## config.mk

```make
export PLATFORM = sky130hd
export DESIGN_NAME = sram_axi_bridge
export DESIGN_NICKNAME = d
export VERILOG_FILES = /design/src/rtl/sram_axi_bridge.sv
export SDC_FILE = /design/constraint.sdc
export NUM_CORES = 1
export LEC_CHECK = 0
export CORE_AREA = 2 2 140 142
export CTS_BUF_LIST = sky130_fd_sc_hd__clkbuf_8
export CTS_CLUSTER_SIZE = 24
export DETAILED_ROUTE_END_ITERATION = 10
export DIE_AREA = 0 0 142 144
export PLACE_DENSITY_LB_ADDON = 0.25
export SLEW_MARGIN = 20
export SYNTH_ARGS = -nofsm -noshare
export SYNTH_HDL_FRONTEND = slang
export SYNTH_SLANG_ARGS = --single-unit
export TNS_END_PERCENT = 1
```

## constraint.sdc

```tcl
create_clock -name clk -period 3.57 [get_ports clk]
set_input_delay 0.8925 -clock clk [delete_from_list [all_inputs] [get_ports clk]]
set_output_delay 0.8925 -clock clk [all_outputs]
set_load 0.02 [all_outputs]
```

## src/rtl/sram_axi_bridge.sv

```systemverilog
// Bridges the CPU instruction and data SRAM-like ports onto one AXI3-subset master.
// Latency: addr_ok to data_ok is 3 cycles minimum; each AXI wait cycle adds 1.
// Backpressure: one transaction in flight; addr_ok stays low until the previous data_ok has gone.
module sram_axi_bridge #(
    parameter logic [3:0] INST_ID = 4'd0,
    parameter logic [3:0] DATA_ID = 4'd1
) (
    input  logic        clk,
    input  logic        resetn,
    // instruction port
    input  logic        inst_req,
    input  logic [31:0] inst_addr,
    output logic        inst_addr_ok,
    output logic        inst_data_ok,
    output logic [31:0] inst_rdata,
    // data port
    input  logic        data_req,
    input  logic        data_wr,
    input  logic [1:0]  data_size,
    input  logic [31:0] data_addr,
    input  logic [3:0]  data_wstrb,
    input  logic [31:0] data_wdata,
    output logic        data_addr_ok,
    output logic        data_data_ok,
    output logic [31:0] data_rdata,
    // AXI read address
    output logic [3:0]  arid,
    output logic [31:0] araddr,
    output logic [7:0]  arlen,
    output logic [2:0]  arsize,
    output logic [1:0]  arburst,
    output logic        arvalid,
    input  logic        arready,
    // AXI read data
    input  logic [3:0]  rid,
    input  logic [31:0] rdata,
    input  logic        rvalid,
    output logic        rready,
    // AXI write address
    output logic [3:0]  awid,
    output logic [31:0] awaddr,
    output logic [7:0]  awlen,
    output logic [2:0]  awsize,
    output logic [1:0]  awburst,
    output logic        awvalid,
    input  logic        awready,
    // AXI write data
    output logic [31:0] wdata,
    output logic [3:0]  wstrb,
    output logic        wlast,
    output logic        wvalid,
    input  logic        wready,
    // AXI write response
    input  logic [3:0]  bid,
    input  logic        bvalid,
    output logic        bready
);

    typedef enum logic [2:0] {IDLE, RREQ, RDATA, WREQ, WRESP, RESP} state_t;

    state_t      state, state_nxt;
    logic        own_data;   // 1 when the data port owns the current transaction
    logic [3:0]  id_q;
    logic [31:0] addr_q;
    logic [1:0]  size_q;
    logic [3:0]  wstrb_q;
    logic [31:0] wdata_q;
    logic [31:0] rdata_q;
    logic        aw_done;
    logic        w_done;

    // Response IDs are not checked since only one transaction is ever outstanding.
    logic        unused_ok;
    assign unused_ok = ^{rid, bid};

    // State register.
    always_ff @(posedge clk or negedge resetn) begin
        if (!resetn) state <= IDLE;
        else         state <= state_nxt;
    end

    // Next-state and handshake outputs; every output derives from registered state
    // so AXI valids never depend combinationally on AXI readies.
    always_comb begin
        state_nxt    = state;
        inst_addr_ok = 1'b0;
        data_addr_ok = 1'b0;
        arvalid      = 1'b0;
        rready       = 1'b0;
        awvalid      = 1'b0;
        wvalid       = 1'b0;
        bready       = 1'b0;
        inst_data_ok = 1'b0;
        data_data_ok = 1'b0;
        case (state)
            IDLE: begin
                // resetn gating keeps addr_ok low while reset is held.
                if (data_req && resetn) begin
                    data_addr_ok = 1'b1;
                    state_nxt    = data_wr ? WREQ : RREQ;
                end else if (inst_req && resetn) begin
                    inst_addr_ok = 1'b1;
                    state_nxt    = RREQ;
                end
            end
            RREQ: begin
                arvalid = 1'b1;
                if (arready) state_nxt = RDATA;
            end
            RDATA: begin
                rready = 1'b1;
                if (rvalid) state_nxt = RESP;
            end
            WREQ: begin
                awvalid = !aw_done;
                wvalid  = !w_done;
                if ((aw_done || awready) && (w_done || wready)) state_nxt = WRESP;
            end
            WRESP: begin
                bready = 1'b1;
                if (bvalid) state_nxt = RESP;
            end
            RESP: begin
                inst_data_ok = !own_data;
                data_data_ok = own_data;
                state_nxt    = IDLE;
            end
            default: state_nxt = IDLE;
        endcase
    end

    // Request capture, read data capture and write handshake tracking.
    always_ff @(posedge clk or negedge resetn) begin
        if (!resetn) begin
            own_data <= 1'b0;
            id_q     <= 4'd0;
            addr_q   <= 32'd0;
            size_q   <= 2'd0;
            wstrb_q  <= 4'd0;
            wdata_q  <= 32'd0;
            rdata_q  <= 32'd0;
            aw_done  <= 1'b0;
            w_done   <= 1'b0;
        end else begin
            if (data_addr_ok || inst_addr_ok) begin
                own_data <= data_addr_ok;
                id_q     <= data_addr_ok ? DATA_ID : INST_ID;
                addr_q   <= data_addr_ok ? data_addr : inst_addr;
                size_q   <= data_addr_ok ? data_size : 2'd2;
                wstrb_q  <= data_wstrb;
                wdata_q  <= data_wdata;
                rdata_q  <= 32'd0;    // writes return zero
                aw_done  <= 1'b0;
                w_done   <= 1'b0;
            end
            if (rready && rvalid)   rdata_q <= rdata;
            if (awvalid && awready) aw_done <= 1'b1;
            if (wvalid && wready)   w_done  <= 1'b1;
        end
    end

    assign arid    = id_q;
    assign araddr  = addr_q;
    assign arlen   = 8'd0;
    assign arsize  = {1'b0, size_q};
    assign arburst = 2'b01;
    assign awid    = id_q;
    assign awaddr  = addr_q;
    assign awlen   = 8'd0;
    assign awsize  = {1'b0, size_q};
    assign awburst = 2'b01;
    assign wdata   = wdata_q;
    assign wstrb   = wstrb_q;
    assign wlast   = 1'b1;

    assign inst_rdata = inst_data_ok ? rdata_q : 32'd0;
    assign data_rdata = data_data_ok ? rdata_q : 32'd0;

endmodule

```

==> flow_summary.toml <==
[global_routing]
grt_max_degree = 71
grt.total_usage_pct = 15.70
first_global_vias = 4456
antenna_found_initial = 0
grt.overflow.total = 0
grt_pass1_wl_mm = 24.91

[place]
place_congestion = 0.8086
dpl.hpwl_mm = 12.38
io_buffers = 322
preCtsSetupSlack_ns = 0.4337

[worst_setup_path]
path_class = "reg -> out"
end_kind = "output pin"
cp.required_ns = 2.68
cp-start-kind = "flip-flop"
rr_endpoint = "wdata[26]"
r2r-start = "state[2]"
rrSetupSlack_ns = 1.43
worst-path-max-fanout = 31
cp.arrival_ns = 2.42
rr_worst_depth = 4

[cells_and_area]
syn_to_final_growth_pct = 56.53
fill_cells = 1854
antenna_cells = 0
drive_gt1_share_pct = 8.487
fin_nets = 960

[pwr]
total_leakage_power_nw = 3.807
peakVddDrop_mv = 0.3882
p_per_area_nw_per_um2 = 733.0

[timing]
hold_viol_final = 0
timing.setup.tns_ns = 0
finalWorstSetupSlack_ns = 0.2552
fin_skew_ns = 0.01691
slew_viol_final = 0
max_slew_margin_pct = 40.17
rsz0062_at_grt = "false"
period_needed_ns = 3.315
finalCritPeriodShare_pct = 92.85
setup_violations = 0
worstMarginPinSlew_ns = 0.8974
fmax_mhz = 301.7

[route]
vias = 4591
dr.pass1.iters = 5
viasPerCell = 4.368
wl_per_cell_um = 15.69
drt_wl_total_mm = 16.49
detail-route-antenna-nets = 0
first_iter_violations = 192
post-route-drc-count = 0

[logic_synthesis]
yosysTopAreaCell = "dfrtp_1"
ys_top_cells_by_count = "dfrtp_1 (108), nand2_1 (66), and2_1 (65), buf_4 (65), mux2_4 (35)"
yosysSeqAreaShare_pct = 47.40
synthTopCellsByArea = "dfrtp_1 (47%), mux2_4 (9.2%), buf_4 (8.6%)"
avgSynthCellArea_um2 = 10.62
synth_cell_type_count = 37
ys_ff_latch = 108
synthFlopType = "dfrtp_1"
synth_top_cell_area_share_pct = 47.40
syn_area_um2 = 5702
yosysWarnings = 0
async_flop_share_pct = 100.0
synth_edf_count = 0
syn_inst = 537
synth_most_common_cell = "dfrtp_1"

[clocking]
htreeDepth = 3
cts_inserted_buffers = 9
post_cts_buffers = 0
worstSkewPairLatency_ns = 0.38
cts_tree = "built"
cts.sinks = 108
cts_root_buf = "clkbuf_8"
clockBufferDepth = 2
clk_pin_slew_worst_paths_ns = 0.11

[die]
start_util_pct = 29.88
die_w_um = 142
coreArea_um2 = 19080
core.rowCount = 51
num_io_pins = 360
die-area_um2 = 20450
chipHeight_um = 144

[worst_hold_path]
min_from = "wdata[6]"
min_to = "wdata[6]"
min_delay_path_depth = 1
hold_class = "reg -> reg"

[status]
outcome = "complete, no violations"

[job]
max-cap-violations = 0
[per-layer routing]
metal  global-route usage [%]  routed length, um
met5                        0                  0
met4                    3.895                216
met3                    4.702               1337
met2                    26.93               8136
met1                    19.41               6795
[critical path, stage by stage, from the launching register on]
cell and delay (ns):
dfrtp_1 0.64, and4b_1 0.41, buf_12 0.19, and2_1 0.18, clkdlybuf4s50_1 0.61
[through the flow]
step | cell area, um2 | util, % | hold WS [ns] | total power (W) | instances
after CTS | 8921 | 46.76 | 0.5226 | 0.006646 | 1051
after global placement | 8716 | 45.68 | 0.4917 | 0.005773 | 1035
after floorplan | 5803 | - | 0.4888 | 0.004393 | 564
final | 8925 | 46.78 | 0.5174 | 0.006542 | 1051
after detailed placement | 8716 | 45.68 | 0.4932 | 0.005808 | 1035
after global routing | 8925 | 46.78 | 0.5279 | 0.006948 | 1051
[area by class of cell]
type	count	area (um2)	area share, %
Clock buffer	9	123.9	1.388
Timing Repair Buffer	333	3341	37.43
Sequential cell	108	2703	30.28
Tap cell	238	297.8	3.337
Multi-Input combinational cell	322	2251	25.22
Inverter	34	127.6	1.430
Clock inverter	7	81.33	0.9113
[logic make-up (layout without fill, tap and decap cells)]
logic type / Yosys count / in the layout / synth area share (%)
flip-flops: 108 / 108 / 47.40
other: 2 / 29 / 0.1317
buffers and inverters: 134 / 383 / 15.23
AND/OR/NAND/NOR: 148 / 148 / 14.04
AO/OA/AOI/OAI: 77 / 77 / 8.163
multiplexers: 68 / 68 / 15.03
[registers in the layout (all words and copies together) (netlist names)]
register and count:
aw_done 1, w_done 1, wstrb 4, own_data 1
size_q 2, araddr 32, wdata 32, rdata_q 32
state 3
[layout by cell type (no fill, tap or decap), types with 2 or more instances in the layout]
cell             count
a22o_1               3
and2_1              65
buf_12               3
buf_4                9
clkbuf_8             9
clkdlybuf4s50_1    321
clkinvlp_4           2
conb_1              29
dfrtp_1            108
inv_1               34
inv_8                2
mux2_4              35
mux2i_1             32
nand2_1             66
nand3b_1             2
nor2_1               3
nor3b_1              3
o21ai_0             33
o21ai_1              2
o22ai_1             33
[where the power goes]
| part | total [W] | leakage (nW) | internal (W) | switching, W |
|---|---|---|---|---|
| clock network | 0.000796 | 0.0997 | 0.000336 | 0.000460 |
| logic | 0.00345 | 2.42 | 0.00182 | 0.00163 |
| registers | 0.00230 | 1.29 | 0.00182 | 0.000479 |
[worst max path at each step]
| stage | start | end | slack, ns |
|---|---|---|---|
| after floorplan | data_req | inst_addr_ok | 1.0 |
| final | state[0] | data_rdata[8] | 0.26 |
| after detailed placement | data_req | data_addr_ok | 0.43 |
| after global routing | state[0] | data_rdata[8] | 0.10 |
| after global placement | data_req | data_addr_ok | 0.45 |
| after CTS | state[0] | inst_rdata[9] | 0.06 |
[what timing repair did]
action | 4_1_cts | 5_1_grt
endpoints found under the setup margin | 0 | 28
hold buffers | 0 | 0
gates resized for setup | 0 | 1
hold endpoints to repair | 0 | 0
Power figures use the tool's default switching activity.
